### src/rtl/centroid_div_seq.sv
// Sequences one centroid request through a shared pipelined divider: x/count, then y/count.
// A zero count or a missing divider result ends the request with error_out set and zeroed coordinates.
module centroid_div_seq #(
  parameter int WIDTH       = 9,
  parameter int DIV_LATENCY = 4,
  parameter int TIMEOUT     = 15
) (
  input  logic             clk_in,
  input  logic             rst_in,
  input  logic             req_valid_in,
  input  logic [WIDTH-1:0] x_num_in,
  input  logic [WIDTH-1:0] y_num_in,
  input  logic [WIDTH-1:0] count_in,
  output logic             req_ready_out,
  output logic [WIDTH-1:0] div_dividend_out,
  output logic [WIDTH-1:0] div_divisor_out,
  output logic             div_valid_out,
  input  logic [WIDTH-1:0] div_quotient_in,
  input  logic             div_valid_in,
  output logic [WIDTH-1:0] x_out,
  output logic [WIDTH-1:0] y_out,
  output logic             result_valid_out,
  output logic             error_out
);

  localparam int TW = $clog2(TIMEOUT + 1);

  typedef enum logic [1:0] {IDLE, ISSUE_Y, WAIT, DONE} state_t;

  state_t           state;
  logic [WIDTH-1:0] y_q;
  logic [WIDTH-1:0] count_q;
  logic [1:0]       rcvd;
  logic [TW-1:0]    timer;

  // A timeout shorter than the divider round trip would fail every request.
  if (TIMEOUT < DIV_LATENCY + 3) begin : g_timeout_check
    $error("TIMEOUT is shorter than the divider round trip");
  end

  always_ff @(posedge clk_in or negedge rst_in) begin
    if (!rst_in) begin
      state            <= IDLE;
      y_q              <= '0;
      count_q          <= '0;
      rcvd             <= '0;
      timer            <= '0;
      req_ready_out    <= 1'b0;
      div_dividend_out <= '0;
      div_divisor_out  <= '0;
      div_valid_out    <= 1'b0;
      x_out            <= '0;
      y_out            <= '0;
      result_valid_out <= 1'b0;
      error_out        <= 1'b0;
    end else begin
      div_valid_out    <= 1'b0;
      div_dividend_out <= '0;
      div_divisor_out  <= '0;
      result_valid_out <= 1'b0;
      error_out        <= 1'b0;
      case (state)
        IDLE: begin
          if (req_valid_in && req_ready_out) begin
            y_q           <= y_num_in;
            count_q       <= count_in;
            rcvd          <= '0;
            timer         <= '0;
            req_ready_out <= 1'b0;
            if (count_in == '0) begin
              state            <= DONE;
              x_out            <= '0;
              y_out            <= '0;
              result_valid_out <= 1'b1;
              error_out        <= 1'b1;
            end else begin
              state            <= ISSUE_Y;
              div_valid_out    <= 1'b1;
              div_dividend_out <= x_num_in;
              div_divisor_out  <= count_in;
            end
          end else begin
            req_ready_out <= 1'b1;
          end
        end
        ISSUE_Y: begin
          state            <= WAIT;
          timer            <= timer + TW'(1);
          div_valid_out    <= 1'b1;
          div_dividend_out <= y_q;
          div_divisor_out  <= count_q;
        end
        WAIT: begin
          timer <= timer + TW'(1);
          if (rcvd == 2'd2) begin
            state            <= DONE;
            result_valid_out <= 1'b1;
          end else if (timer == TW'(TIMEOUT - 1)) begin
            state            <= DONE;
            x_out            <= '0;
            y_out            <= '0;
            result_valid_out <= 1'b1;
            error_out        <= 1'b1;
          end else if (div_valid_in) begin
            // Results return in issue order: first is x, second is y.
            if (rcvd == 2'd0) x_out <= div_quotient_in;
            else              y_out <= div_quotient_in;
            rcvd <= rcvd + 2'd1;
          end
        end
        DONE: begin
          state         <= IDLE;
          req_ready_out <= 1'b1;
        end
        default: state <= IDLE;
      endcase
    end
  end

endmodule

### config.mk
export PLATFORM = sky130hd
export DESIGN_NAME = centroid_div_seq
export DESIGN_NICKNAME = d
export VERILOG_FILES = /design/src/rtl/centroid_div_seq.sv
export SDC_FILE = /design/constraint.sdc
export NUM_CORES = 1
export LEC_CHECK = 0
export CORE_MARGIN = 1.5
export CORE_UTILIZATION = 52
export CTS_CLUSTER_DIAMETER = 60
export CTS_CLUSTER_SIZE = 12
export DETAILED_ROUTE_END_ITERATION = 10
export MAX_ROUTING_LAYER = met4
export PLACE_DENSITY = 0.85
export RECOVER_POWER = 50
export SLEW_MARGIN = 20
export SYNTH_ARGS = -nofsm -noshare
export SYNTH_HDL_FRONTEND = slang
export SYNTH_SLANG_ARGS = --single-unit
### constraint.sdc
create_clock -name clk_in -period 4 [get_ports clk_in]
set_clock_uncertainty 0.2 [all_clocks]
set_input_delay 0.8 -clock clk_in [delete_from_list [all_inputs] [get_ports clk_in]]
set_output_delay 0.8 -clock clk_in [all_outputs]
set_load 0.1 [all_outputs]
==> results.cfg <==
[setup_path]
crit_required_ns = 4.02
critical_path_class = in -> reg
crit_start = req_valid_in
reg2reg_from = state[0]
worstPathCellList = dlygate4sd3_1 > and2_0 > nand2_1 > clkbuf_1 > nor2_2 > or2_2
r2r_cells = 5
cpPeakStageDelay_ns = 0.72
endpoint_kind = flip-flop
critPathCapture = div_valid_out
arrival_ns = 3.10
crit_fanout = 20
reg2reg_to = x_out[1]
slowest_stage = clkbuf_1
crit_path_start_kind = input pin
r2r_slack_ns = 1.37

[logic_synthesis]
avgSynthCellArea_um2 = 10.3
ys_seq_area_share_pct = 56.4
synth.ff_latch_count = 66
yosysWarnings = 0
synth_top_cell_area_share_pct = 56.4
netlist_top_cells_area = dfrtp_1 (56%), nand2_1 (10%), o2bb2ai_1 (5.1%), nand4_1 (3.8%), ha_1 (3.4%)
yosys.area.top_type = dfrtp_1
synth_flop_cell = dfrtp_1
synthArstFlopShare_pct = 100
ys_types = 40
syn-num-nets = 331
synth_edf_count = 0
synth_cells = 283
syn_area_um2 = 2930

[placed_design]
placed_area_um2 = 3730
gp_congestion = 0.804
numPortBuffers = 79
dpl.hpwl_um = 4860

[clock_network]
ctsHoldBuffers = 0
clk_pin_slew_ns = 0.06
h-tree-depth = 3
clk_latency_ns = 0.34
cts_tree = yes
post-cts-setup-buffer-count = 0
cts.path.max_buffers = 2
cts_resized = 0
cts_buffers = 9
cts-root-buf = clkbuf_8
cts_sinks = 66

[final_layout]
num_antenna_cells = 0
final_util_pct = 71.8
fin_area_um2 = 3930
final_nets = 406
fill_cells = 394
drive_gt1_share_pct = 6.09
syn2layout_area_growth_pct = 34.2

[power_and_ir_drop]
p_leak_nw = 1.80
powerDensity_nw_per_um2 = 952
intPower_mw = 1.83
p_total_mw = 3.74
pwr-share-clk_pct = 15.9
p_switching_mw = 1.91
ir_drop_v = 0.000694
swShare_pct = 51.1
p_comb_share_pct = 55.9
seqPwrFrac_pct = 28.2

[die]
io_pins = 80
fp.dieArea_um2 = 6090
dieHeight_um = 78.0
rows = 27
core_um2 = 5470
start_util_pct = 53.5
dieWidth_um = 78.0

[flow_run]
maxCapViolations = 0

[detailed_routing]
vias = 2428
ant_nets = 0
via_per_inst = 5.61
drt_wl_total_um = 6960
drtPass1Iterations = 4
first_iter_violations = 163
wire_per_inst_um = 16.1
drc = 0

[timing]
finalSetupTns_ns = 0
maxSlewViolCount = 0
fmax_mhz = 324
post-route-period-util_pct = 77.1
slew_headroom_pct = 23.9
tightest_slew_ns = 1.14
min_period_ns = 3.08
rsz0062_at_grt = false
hold_viol = 0
setup_viol = 0
fin_hold_ws_ns = 0.279

[global_route]
grt_pass1_wl_um = 11700
grt_usage_pct = 25.9
grt_pass1_vias = 2426
antenna_found_initial = 0
grt_max_degree = 49
grt-ovfl-total = 0

[run_status]
outcome = complete, no violations

[hold_path]
hold_depth = 2
worst_hold_path_type = reg -> reg
worst max-delay path, delay by kind of cell:
family	cells	cell delay, ns
buffers and inverters	2	1.29
and+or+nand+nor	4	1.01
how the worst min path moves through the flow:
| stage | startpoint | end | slack [ns] |
|---|---|---|---|
| 2_1_floorplan | count_q[0] | count_q[0] | 0.25 |
| 3_3_place_gp | count_q[2] | div_divisor_out[2] | 0.25 |
| 3_5_place_dp | count_q[1] | count_q[1] | 0.26 |
| 4_1_cts | rst_in | count_q[3] | 0.20 |
| 5_1_grt | y_q[0] | y_q[0] | 0.30 |
| 6_report | count_q[3] | count_q[3] | 0.28 |
cells by family after synthesis:
| group | synth area share [%] |
|---|---|
| flip-flops | 56.4 |
| buffers and inverters | 4.02 |
| multiplexers | 0.684 |
| adder cells (fa/ha/maj) | 3.42 |
| AND/OR/NAND/NOR | 20.0 |
| AO/OA/AOI/OAI | 15.4 |
layout make-up:
cell class | count | area [um2] | share of cell area [%]
Sequential cell | 66 | 1650 | 42.0
Inverter | 8 | 30.0 | 0.764
Multi-Input combinational cell | 192 | 1160 | 29.5
Tap cell | 72 | 90.1 | 2.29
Clock buffer | 11 | 141 | 3.60
Clock inverter | 3 | 65.1 | 1.66
Timing Repair Buffer | 81 | 793 | 20.2
Yosys cell counts, types with 2 or more instances:
library cell	count
inv_1	8
dfrtp_1	66
buf_2	4
mux2i_1	2
nand3_1	4
buf_1	4
o21a_1	2
nor3_1	4
clkbuf_1	6
o211ai_1	2
nor2_1	8
o21ai_0	6
buf_6	2
ha_1	8
nand2_1	80
nand4_1	18
nor2b_1	5
a22o_1	9
a21oi_1	5
and2_1	2
o2bb2ai_1	17
and3_1	3
per-stage QoR:
stage               setup WS (ns)  std cells
finish                      0.917        433
floorplan                    1.67        283
CTS                          1.08        433
detailed placement           1.21        419
global placement             1.33        419
global route                0.763        433
routing by layer:
layer | vias to the layer above | GRT usage [%] | wire [um]
li1 | 1136 | - | -
met5 | - | - | 0
met1 | 1190 | 31.4 | 2790
met3 | 23 | 5.70 | 313
met2 | 79 | 40.9 | 3630
met4 | 0 | 13.4 | 231
cells in the final DEF, fill, tap and decap left out, types with 6 or more instances in the layout:
cell type | Yosys | layout
nand2_1 | 80 | 80
nand4_1 | 18 | 18
o21ai_0 | 6 | 6
inv_1 | 8 | 8
nor2_1 | 8 | 8
clkbuf_8 | 0 | 10
ha_1 | 8 | 8
a22o_1 | 9 | 9
o2bb2ai_1 | 17 | 17
dfrtp_1 | 66 | 66
clkdlybuf4s50_1 | 0 | 77
state kept, by name, indices dropped and copies added (netlist names):
register / flops
x_out: 9
timer: 4
req_ready_out: 1
count_q: 9
y_out: 9
div_dividend_out: 9
result_valid_out: 1
rcvd: 2
div_divisor_out: 9
state: 2
error_out: 1
y_q: 9
div_valid_out: 1
power by group through the flow:
stage	clock (mW)	sequential [mW]	combinational, mW
final	0.594	1.05	2.09
after global routing	0.637	1.08	2.22
after detailed placement	0	1.06	2.09
after floorplan	0	1.96	0.701
after CTS	0.606	1.05	2.10
after global placement	0	1.05	2.05
No activity file was read; power rests on OpenSTA's default activity.
